### config.mk
export PLATFORM = sky130hd
export DESIGN_NAME = fetch_stage
export DESIGN_NICKNAME = d
export VERILOG_FILES = /design/src/rtl/fetch_stage.sv
export SDC_FILE = /design/constraint.sdc
export NUM_CORES = 1
export LEC_CHECK = 0
export BUFFER_PORTS_ARGS = -buffer_cell sky130_fd_sc_hd__buf_2
export CAP_MARGIN = 10
export CORE_AREA = 2 2 167 169
export CTS_CLUSTER_SIZE = 28
export DETAILED_ROUTE_END_ITERATION = 16
export DIE_AREA = 0 0 169 171
export PLACE_DENSITY_LB_ADDON = 0.25
export REMOVE_ABC_BUFFERS = 1
export SETUP_SLACK_MARGIN = 0.15
export SYNTH_ARGS = -nofsm -noshare
export SYNTH_HDL_FRONTEND = slang
export SYNTH_SLANG_ARGS = --single-unit
### constraint.sdc
create_clock -name clk -period 3.15 [get_ports clk]
set_clock_uncertainty 0.05 [all_clocks]
set_input_delay 0.945 -clock clk [delete_from_list [all_inputs] [get_ports clk]]
set_output_delay 0.945 -clock clk [all_outputs]
set_load 0.02 [all_outputs]
### src/rtl/fetch_stage.sv
// fetch_stage: instruction fetch + IF/ID pipeline register for the RV64 core.
// One outstanding request on the valid/ready imem port; the returned word is
// captured into IF/ID (or parked in a hold buffer while decode is stalled).
// Branch redirects flush the stage and may need to drain one stale response.
//
// Ports
//   clk, rst_n          : rising-edge clock, async active-low reset
//   imem_req_valid/ready: request handshake, imem_addr = current pc
//   imem_rsp_valid/data : response word (at most one per accepted request)
//   stall               : decode cannot accept; IF/ID holds
//   redirect_valid/pc   : taken branch/jump target (bits [1:0] forced to 0)
//   id_valid/pc/instruction/opcode : IF/ID register outputs
module fetch_stage #(
  parameter logic [63:0] RESET_PC = 64'h0
) (
  input  logic        clk,
  input  logic        rst_n,
  output logic        imem_req_valid,
  input  logic        imem_req_ready,
  output logic [63:0] imem_addr,
  input  logic        imem_rsp_valid,
  input  logic [31:0] imem_rsp_data,
  input  logic        stall,
  input  logic        redirect_valid,
  input  logic [63:0] redirect_pc,
  output logic        id_valid,
  output logic [63:0] id_pc,
  output logic [31:0] id_instruction,
  output logic [6:0]  id_opcode
);

  localparam logic [31:0] NOP = 32'h0000_0013;

  typedef enum logic [1:0] {S_REQ, S_WAIT, S_HOLD, S_DRAIN} state_t;

  typedef struct packed {
    logic [63:0] pc;
    logic [31:0] instr;
  } hold_t;

  state_t      state, state_nxt;
  logic [63:0] pc;
  hold_t       hold;

  logic        hs;
  logic        ld_rsp, st_hold, ld_hold;
  logic [63:0] tgt;

  assign hs  = (state == S_REQ) && imem_req_ready;
  // Masking rather than slicing keeps every redirect_pc bit in use.
  assign tgt = redirect_pc & ~64'h3;

  // Datapath strobes; a redirect overrides all of them.
  assign ld_rsp  = !redirect_valid && (state == S_WAIT) && imem_rsp_valid && !stall;
  assign st_hold = !redirect_valid && (state == S_WAIT) && imem_rsp_valid &&  stall;
  assign ld_hold = !redirect_valid && (state == S_HOLD) && !stall;

  // State register
  always_ff @(posedge clk or negedge rst_n) begin
    if (!rst_n) state <= S_REQ;
    else        state <= state_nxt;
  end

  // Next-state logic
  always_comb begin
    state_nxt = state;
    if (redirect_valid) begin
      // Drain only when a response is still owed for an accepted request.
      unique case (state)
        S_REQ:   state_nxt = hs             ? S_DRAIN : S_REQ;
        S_WAIT:  state_nxt = imem_rsp_valid ? S_REQ   : S_DRAIN;
        S_DRAIN: state_nxt = imem_rsp_valid ? S_REQ   : S_DRAIN;
        default: state_nxt = S_REQ;
      endcase
    end else begin
      unique case (state)
        S_REQ:   if (hs) state_nxt = S_WAIT;
        S_WAIT:  if (imem_rsp_valid) state_nxt = stall ? S_HOLD : S_REQ;
        S_HOLD:  if (!stall) state_nxt = S_REQ;
        S_DRAIN: if (imem_rsp_valid) state_nxt = S_REQ;
        default: state_nxt = S_REQ;
      endcase
    end
  end

  // Outputs decoded from registered state only
  always_comb begin
    imem_req_valid = (state == S_REQ);
    imem_addr      = pc;
  end

  // PC, hold buffer, IF/ID register
  always_ff @(posedge clk or negedge rst_n) begin
    if (!rst_n) begin
      pc             <= RESET_PC;
      hold           <= '0;
      id_valid       <= 1'b0;
      id_pc          <= 64'h0;
      id_instruction <= NOP;
      id_opcode      <= NOP[6:0];
    end else if (redirect_valid) begin
      pc             <= tgt;
      hold           <= '0;
      id_valid       <= 1'b0;
      id_instruction <= NOP;
      id_opcode      <= NOP[6:0];
    end else begin
      if (ld_rsp || ld_hold) pc <= pc + 64'd4;
      if (st_hold) hold <= '{pc: pc, instr: imem_rsp_data};
      if (ld_rsp) begin
        id_valid       <= 1'b1;
        id_pc          <= pc;
        id_instruction <= imem_rsp_data;
        id_opcode      <= imem_rsp_data[6:0];
      end else if (ld_hold) begin
        id_valid       <= 1'b1;
        id_pc          <= hold.pc;
        id_instruction <= hold.instr;
        id_opcode      <= hold.instr[6:0];
      end
    end
  end

endmodule

==> impl_results.md <==
- Status: complete, no violations
- Area Growth Syn to Fin: 23.4%
- Clk Tree Root Cell: clkbuf_16
- H-tree depth: 1
- Synth warn: 0
- Final worst slack: 431 ps
- Max-cap violations: 0
- Commonest cells post-synth: 328 x nand2_1, 252 x dfrtp_1, 221 x o21ai_0
- DP HPWL: 21600 µm
- Initial Util: 43.8%
- Power share of the clock group: 37.8%
- Register area share after synthesis: 53.3%
- Max-slew violations: 0
- Yosys top cell by area: dfrtp_1
- Dpl cell area: 13800 µm²
- CTS tree: built
- # rows: 61
- CP max stage cell: or4_4
- Port Buffers: 266
- Vert. Die Dim: 171 µm
- Post-DRT Antenna Nets: 0
- Final #Nets: 1617
- Post-synth top area share: 52.6%
- Sw Ratio: 30.7%
- Clock sink total: 255
- Logic gate share of total power: 19.8%
- Setup TNS: 0 ps
- Internal Power: 6.52 mW
- Overall via count from detail_route: 9831
- Gr ovfl total: 0
- Clock Latency Late Sink: 540 ps
- CP startpoint kind: register
- First-pass GRT wire length: 51200 µm
- RSZ-0062 raised after global routing: no
- Post-synth EDFFs: 0
- Final min period: 2720 ps
- Sw power: 2.89 mW
- PwrDens: 636 nW/µm²
- Worst vdd ir: 351 µV
- Overall Power: 9.41 mW
- Final Cell Area: 14800 µm²
- Die W: 169 µm
- Share of cells above drive strength 1: 25.0%
- Clk slew on worst S/H paths: 60 ps
- Fill cells: 2528
- Via/cell ratio: 5.22
- Worst hold slack: 327 ps
- Initial antenna violation count: 7
- Cell Area, Synth: 12000 µm²
- Critical path arrival: 3100 ps
- Final Hold Viols: 0
- CP peak stage delay: 670 ps
- Max clock buf depth: 3
- Number of I/O pins: 271
- DRC errors left: 0
- Reg power frac: 42.4%
- Most used DFF post-synth: dfrtp_1
- Post-Place Setup Slack: 112 ps
- Vias in the first global route: 9382
- CP Max Fanout: 8
- Core box area: 27300 µm²
- Slew of the pin with the lowest slew margin: 700 ps
- Post-cts sizing count: 0
- CTS Buf Count: 28
- Worst setup EP type: register
- Post-synth cell types: 48
- Critical-path cell list: ha_1 > nand3_1 > or4_4 > nor4_4 > nand4_1 > xnor2_1 > mux2_2
- Largest net degree at the start of global routing: 107
- #FFs+latches synth: 255
- Fin crit share: 86.3%
- DR pass1 iterations: 5
- Final setup vio count: 0
- Synthesized instance count: 1279
- Hold bufs inserted after CTS: 0
- WL final: 32000 µm
- Worst min path class: input port to asynchronous set/reset pin
- Post-CTS setup buffer count: 0
- Drt wl/cell: 17.0 µm
- Mapped Avg Cell Area: 9.37 µm²
- Leakage power: 7.38 nW
- Area taken by multi-input logic gates: 5150 µm²
- Gpl congestion: 0.811
- Slew HR: 53.2%
- Storage cell area: 6380 µm²
- Total Routing Usage GR: 22.1%
- Fmax: 368 MHz
- Most common cell in the netlist: nand2_1
- CP Class: register to register
- Critical path required time: 3530 ps
- Synth async-reset ratio: 100%
- Iter 0 DRT Violations: 752
- Largest cells by area after synthesis: dfrtp_1 53%, nand2_1 10%, o21ai_0 9.2%
- Die Footprint: 28900 µm²
==> metrics by stage <==
| step | util, % | cells |
|---|---|---|
| finish | 54.1 | 1884 |
| CTS | 54.1 | 1880 |
| detailed placement | 50.4 | 1830 |
| floorplan | - | 1177 |
| global route | 54.1 | 1881 |
| global placement | 50.4 | 1830 |
==> cell type report <==
class / instances / share of cell area [%]
Clock inverter: 12 / 1.27
Tap cell: 346 / 2.93
Clock buffer: 38 / 5.54
Timing Repair Buffer: 307 / 12.0
Multi-Input combinational cell: 917 / 34.8
Antenna cell: 4 / 0.0677
Inverter: 5 / 0.161
Sequential cell: 255 / 43.2
==> registers in the layout, summed over array words and instances, names as in the netlist <==
register,count
imem_addr,62
id_pc,63
hold,95
id_valid,1
id_instruction,32
state,2
==> routing by layer <==
metal	GRT usage, %	up-vias	wire length, µm
li1	-	4841	-
met1	31.4	4660	14900
met2	33.8	262	14200
met3	5.27	60	2190
met4	6.39	8	730
met5	0	-	50
==> layout by cell type (no fill, tap or decap), types with 23 or more instances in the layout <==
master / netlist / final
buf_2: 17 / 264
buf_4: 10 / 32
clkbuf_16: 0 / 29
dfrtp_1: 252 / 252
mux2i_1: 93 / 93
nand2_1: 328 / 327
nand3_1: 59 / 59
nor2_1: 27 / 26
nor3_1: 23 / 23
o21ai_0: 221 / 221
xnor2_1: 24 / 24
xor2_1: 26 / 26
==> power groups by stage <==
| stage | clock [mW] | sequential, mW | combinational, mW |
|---|---|---|---|
| floorplan | 0 | 4.39 | 0.715 |
| global placement | 0 | 4.03 | 1.85 |
| detailed placement | 0 | 4.05 | 1.88 |
| CTS | 3.65 | 3.99 | 1.88 |
| global route | 3.78 | 4.05 | 2.06 |
| finish | 3.56 | 3.99 | 1.86 |
==> path summary, 6_finish.rpt <==
check / from / end / slack (ps) / cells after the start
min in group clk: id_pc[33] / id_pc[33] / 420 / 2
max reg2reg: imem_addr[2] / imem_addr[62] / 430 / 7
max: imem_addr[2] / imem_addr[62] / 430 / 7
min: rst_n / state[1] / 330 / 1
max in group asynchronous: rst_n / id_instruction[13] / 1930 / 2
min reg2reg: id_pc[33] / id_pc[33] / 420 / 2
==> logic make-up (layout without fill, tap and decap cells) <==
kind of cell	count (synthesis)	count (layout)	share of synthesized area [%]
adder cells (fa/ha/maj)	1	1	0.104
flip-flops	255	255	53.3
buffers and inverters	108	362	3.95
AND/OR/NAND/NOR	506	506	19.1
other	1	6	0.0313
AO/OA/AOI/OAI	253	253	11.0
XOR/XNOR	50	50	3.66
multiplexers	105	105	8.90
==> worst max-delay path, delay by kind of cell, from the launching register on <==
family | cells | cell delay [ps]
and+or+nand+nor | 4 | 1420
xor gates and xnor gates | 1 | 170
adders and majority gates | 1 | 240
muxes | 1 | 260
DFF | 1 | 450
No activity file was read; power rests on OpenSTA's default activity.
